<file path="config.mk">
export PLATFORM = sky130hd
export DESIGN_NAME = pc_fetch_ctrl
export DESIGN_NICKNAME = d
export VERILOG_FILES = /design/src/rtl/pc_fetch_ctrl.sv
export SDC_FILE = /design/constraint.sdc
export NUM_CORES = 1
export LEC_CHECK = 0
export CAP_MARGIN = 30
export CORE_MARGIN = 4
export CORE_UTILIZATION = 37
export DETAILED_ROUTE_END_ITERATION = 16
export PLACE_DENSITY = 0.77
export SLEW_MARGIN = 20
export SYNTH_ARGS = -nofsm -noshare
export SYNTH_HDL_FRONTEND = slang
export SYNTH_SLANG_ARGS = --single-unit
</file>
<file path="constraint.sdc">
create_clock -name clk -period 2.8 [get_ports clk]
set_input_delay 0.56 -clock clk [delete_from_list [all_inputs] [get_ports clk]]
set_output_delay 0.56 -clock clk [all_outputs]
set_load 0.01 [all_outputs]
</file>
<file path="src/rtl/pc_fetch_ctrl.sv">
// PC sequencing and instruction-fetch handshake control.
// Optional redirect counter port enabled by defining REDIRECT_PERF_EN.
module pc_fetch_ctrl #(
    parameter int                ADDR_W       = 32,
    parameter logic [ADDR_W-1:0] RESET_VECTOR = '0
) (
    input  logic              clk,
    input  logic              rst_n,
    input  logic              stall_in,
    input  logic              trap_req,
    input  logic [ADDR_W-1:0] trap_vect,
    input  logic              br_req,
    input  logic [ADDR_W-1:0] br_target,
    input  logic              jmp_req,
    input  logic [ADDR_W-1:0] jmp_target,
    input  logic              imem_ack,
    output logic              imem_req,
    output logic              pc_hold,
    output logic              pc_sel,
    output logic [ADDR_W-1:0] pc_vect,
    output logic              fetch_valid,
    output logic              flush,
`ifdef REDIRECT_PERF_EN
    output logic [31:0]       redirect_cnt,
`endif
    output logic [1:0]        redirect_src
);

    typedef enum logic [1:0] {
        BOOT  = 2'd0,
        FETCH = 2'd1,
        STALL = 2'd2
    } state_t;

    localparam logic [1:0] SRC_NONE = 2'd0;
    localparam logic [1:0] SRC_JMP  = 2'd1;
    localparam logic [1:0] SRC_BR   = 2'd2;
    localparam logic [1:0] SRC_TRAP = 2'd3;

    state_t            state_q, state_d;
    logic              pend_v_q, pend_v_d;
    logic [ADDR_W-1:0] pend_tgt_q, pend_tgt_d;
    logic [1:0]        pend_src_q, pend_src_d;

    logic              live_v;
    logic [ADDR_W-1:0] live_tgt;
    logic [1:0]        live_src;
    logic              live_wins;

    // Fixed-priority pick among live redirect requesters
    always_comb begin
        live_v   = trap_req | br_req | jmp_req;
        live_tgt = '0;
        live_src = SRC_NONE;
        if (trap_req) begin
            live_tgt = trap_vect;
            live_src = SRC_TRAP;
        end else if (br_req) begin
            live_tgt = br_target;
            live_src = SRC_BR;
        end else if (jmp_req) begin
            live_tgt = jmp_target;
            live_src = SRC_JMP;
        end
    end

    // Live beats pending on ties so the newest equal-rank target is used
    assign live_wins = live_v && (!pend_v_q || (live_src >= pend_src_q));

    // Next-state, pending-buffer update and PC control outputs
    always_comb begin
        state_d      = state_q;
        pend_v_d     = pend_v_q;
        pend_tgt_d   = pend_tgt_q;
        pend_src_d   = pend_src_q;
        imem_req     = 1'b0;
        pc_hold      = 1'b1;
        pc_sel       = 1'b0;
        pc_vect      = '0;
        fetch_valid  = 1'b0;
        flush        = 1'b0;
        redirect_src = SRC_NONE;
        if (rst_n) begin
            unique case (state_q)
                BOOT: begin
                    pc_hold = 1'b0;
                    pc_sel  = 1'b1;
                    pc_vect = RESET_VECTOR;
                    state_d = FETCH;
                end
                FETCH: begin
                    imem_req = 1'b1;
                    if (!imem_ack) begin
                        if (live_v && (!pend_v_q || (live_src > pend_src_q))) begin
                            pend_v_d   = 1'b1;
                            pend_tgt_d = live_tgt;
                            pend_src_d = live_src;
                        end
                    end else if (pend_v_q || live_v) begin
                        pc_hold  = 1'b0;
                        pc_sel   = 1'b1;
                        flush    = 1'b1;
                        pend_v_d = 1'b0;
                        if (live_wins) begin
                            pc_vect      = live_tgt;
                            redirect_src = live_src;
                        end else begin
                            pc_vect      = pend_tgt_q;
                            redirect_src = pend_src_q;
                        end
                    end else if (!stall_in) begin
                        pc_hold     = 1'b0;
                        fetch_valid = 1'b1;
                    end else begin
                        fetch_valid = 1'b1;
                        state_d     = STALL;
                    end
                end
                STALL: begin
                    if (live_v) begin
                        pc_hold      = 1'b0;
                        pc_sel       = 1'b1;
                        pc_vect      = live_tgt;
                        flush        = 1'b1;
                        redirect_src = live_src;
                        state_d      = FETCH;
                    end else if (!stall_in) begin
                        pc_hold = 1'b0;
                        state_d = FETCH;
                    end
                end
                default: state_d = BOOT;
            endcase
        end
    end

    // State and pending-buffer registers
    always_ff @(posedge clk) begin
        if (!rst_n) begin
            state_q    <= BOOT;
            pend_v_q   <= 1'b0;
            pend_tgt_q <= '0;
            pend_src_q <= SRC_NONE;
        end else begin
            state_q    <= state_d;
            pend_v_q   <= pend_v_d;
            pend_tgt_q <= pend_tgt_d;
            pend_src_q <= pend_src_d;
        end
    end

`ifdef REDIRECT_PERF_EN
    logic [31:0] redirect_cnt_q;

    // Count applied redirects only; wraps naturally
    always_ff @(posedge clk) begin
        if (!rst_n) begin
            redirect_cnt_q <= '0;
        end else if (flush) begin
            redirect_cnt_q <= redirect_cnt_q + 32'd1;
        end
    end

    assign redirect_cnt = redirect_cnt_q;
`endif

endmodule

</file>
==> impl_metrics.yaml <==
critical_path:
  r2r_cells: 7
  critical_path.top_delay_family: "buffers and inverters"
  required_ns: 2.24
  path_cells: "buf_8 -> or2_4 -> ha_4 -> and2b_2 -> o21ai_2 -> a211oi_4 -> buf_6 -> buf_8 -> a22o_1 -> buf_2"
  worstSetupPathType: "in2out"
  slowest_stage: "or2_4"
  path_max_fanout: 7
  r2r_slack_ns: 0.93
  max_stage_delay_ns: 0.26
  critical_path.endpoint_type: "output port"
  worst_r2r_endpoint: "pend_tgt_q[3]"
  critPathBufInv: 4
  worstReg2RegStart: "state_q[1]"
  crit_arrival_ns: 2.21
  cp_common_cell: "buf_8"
  critPathLaunchType: "input port"
drt:
  drcViolationCount: 0
  postRouteWirelength_mm: 11.0
  viasPerCell: 5.49
  drt-pass1-iter-count: 4
  drt_iter0_markers: 174
  ant_nets: 0
  avgRoutedWirePerCell_um: 16.4
  vias: 3692
logic_synthesis:
  synthAdderAreaFrac: 0.0259
  synth_fp_nets: 504
  yosysSeqAreaShare: 0.255
  synth_top_family_by_area: "compound AO/OA/AOI/OAI gates"
  syn-mean-instance-area_um2: 7.35
  synthXorXnorAreaFrac: 0
  ys_ff_latch: 37
  synth_cell_types: 38
  synth.area.mux_share: 0
  synthCells: 395
  synth-compound-area-share: 0.379
  synth_area_um2: 2900
  yosysWarnings: 0
  async_flop_share: 0
  synthSimpleGateAreaFrac: 0.259
  synthFlopType: "dfxtp_1"
  synth_edf_count: 0
final_layout:
  fin_nets: 679
  mostFrequentLayoutCells: "clkdlybuf4s50_1 (101), a21oi_1 (98), buf_4 (53)"
  n_fill_cell: 685
  seqCellArea_um2: 741
  postLayoutCellArea_um2: 4880
  antennaDiodeCount: 0
  multi_input_area_um2: 1990
  drive_gt1_frac: 0.229
  synthToLayoutAreaGrowth_pct: 68.3
  post-route-util: 0.635
  layout_commonest_cell: "clkdlybuf4s50_1"
timing:
  worstMarginPinSlew_ns: 0.375
  slew_viol_final: 0
  rsz0062_at_grt: "true"
  finalWorstSetupSlack_ns: 0.0290
  max-slew-margin-rel: 0.750
  setup_violations: 0
  hold_violations: 0
  hold_ws_ns: 0.483
  finalSetupTns_ns: 0
  max_freq_ghz: 0.361
  skew_ns: 0.00592
  period_minus_slack_ns: 2.77
  post-route-period-util: 0.990
floorplanning:
  core_area_um2: 7690
  ios: 142
  die_area_um2: 9320
  fp-row-count: 32
  start_util: 0.377
  die_x_um: 96.6
  die_h_um: 96.6
flow_run:
  cap_violations: 0
power:
  power_density_nw_per_um2: 322
  leakagePower_uw: 0.00195
  vdd_ir_drop_max_mv: 0.150
clocking:
  cts-root-buf: "clkbuf_8"
  clkLatencyLatePin_ns: 0.29
  cts_buffers: 5
  cts_tree: "built"
  clock-sinks: 37
  ctsHoldBuffers: 0
  htreeDepth: 2
  clk_pin_slew_ns: 0.07
  cts_buffer_depth: 2
grt:
  grt_max_degree: 35
  grt_pass1_wl_mm: 16.5
  antenna_found_initial: 0
  grt_pass1_vias: 3493
  groute.usage.overall: 0.225
  grt_overflow: 0
placement:
  dpl.hpwl_mm: 7.74
  dp_slack_ns: -0.767
  io_buffers: 141
  place_area_um2: 4730
  gp_congestion: 0.888
hold_path:
  whs_endpoint: "pend_tgt_q[5]"
  hold_depth: 2
  min_path_type: "reg2reg"
  hold_start: "pend_tgt_q[5]"
run_status:
  outcome: "completed"
worst max-delay path by stage:
stage | startpoint | cells past startpoint | to
2_1_floorplan | trap_req | 9 | pc_vect[10]
3_3_place_gp | jmp_req | 9 | pc_vect[22]
3_5_place_dp | jmp_req | 9 | pc_vect[25]
4_1_cts | br_req | 11 | redirect_src[1]
5_1_grt | br_req | 10 | pc_vect[27]
6_report | br_req | 10 | pc_vect[27]
power by group:
part | internal [µW] | switching, µW
Sequential | 562 | 20.9
Clock | 172 | 203
Combinational | 341 | 273
Total | 1070 | 496
flip-flops by register name (all words and copies together), names as in the netlist:
| signal | count |
|---|---|
| pend_tgt_q | 32 |
| pend_v_q | 1 |
| state_q | 2 |
| pend_src_q | 2 |
metal layers:
metal / track usage / vias to the layer above / wire, µm
li1: - / 1803 / -
met1: 0.260 / 1730 / 4430
met2: 0.403 / 149 / 5440
met3: 0.0643 / 10 / 1050
met4: 0.0631 / 0 / 121
met5: 0 / - / 0
metrics by stage:
step / cells / power (µW)
after floorplan: 395 / 866
after global placement: 657 / 1170
after detailed placement: 657 / 1190
after CTS: 673 / 1570
after global routing: 673 / 1660
final: 673 / 1570
area by class of cell:
class                      instances  area share
multi-input combinational        307       0.408
timing repair buffer             210       0.389
sequential                        37       0.152
tap                              102      0.0261
clock buffer                       5      0.0141
inverter                           9     0.00692
clock inverter                     3     0.00359
worst min-delay path: stages, from the launching register on:
cell and delay [ns]:
dfxtp_1 0.31, o21ai_0 0.07, a21oi_1 0.06
what timing repair did:
action	in CTS	in global routing
setup endpoints to repair	38	26
gates resized for setup	169	15
pin swaps	5	4
setup buffers	5	1
gates cloned	4	1
Yosys cell counts, drive strengths merged (2+ instances only):
library cell	count	area, µm²
inv	9	33.8
nor3b	3	32.5
nand2	6	25.0
nand3b	32	240
buf	15	98.8
a21oi	100	500
nor4	2	12.5
nor2b	33	206
dfxtp	37	741
clkbuf	27	101
a211oi	4	42.5
a22o	34	298
o21ai	36	180
ha	6	75.1
nand3	33	165
nor2	3	11.3
kinds of logic (layout without fill, tap and decap cells):
logic type,Yosys count,count (layout)
and+or+nand+nor,119,119
buffers and inverters,51,227
AOI/OAI and AO/OA,182,182
DFF,37,37
adders and majority gates,6,6
Note: power is estimated with default switching activity, not from simulation.
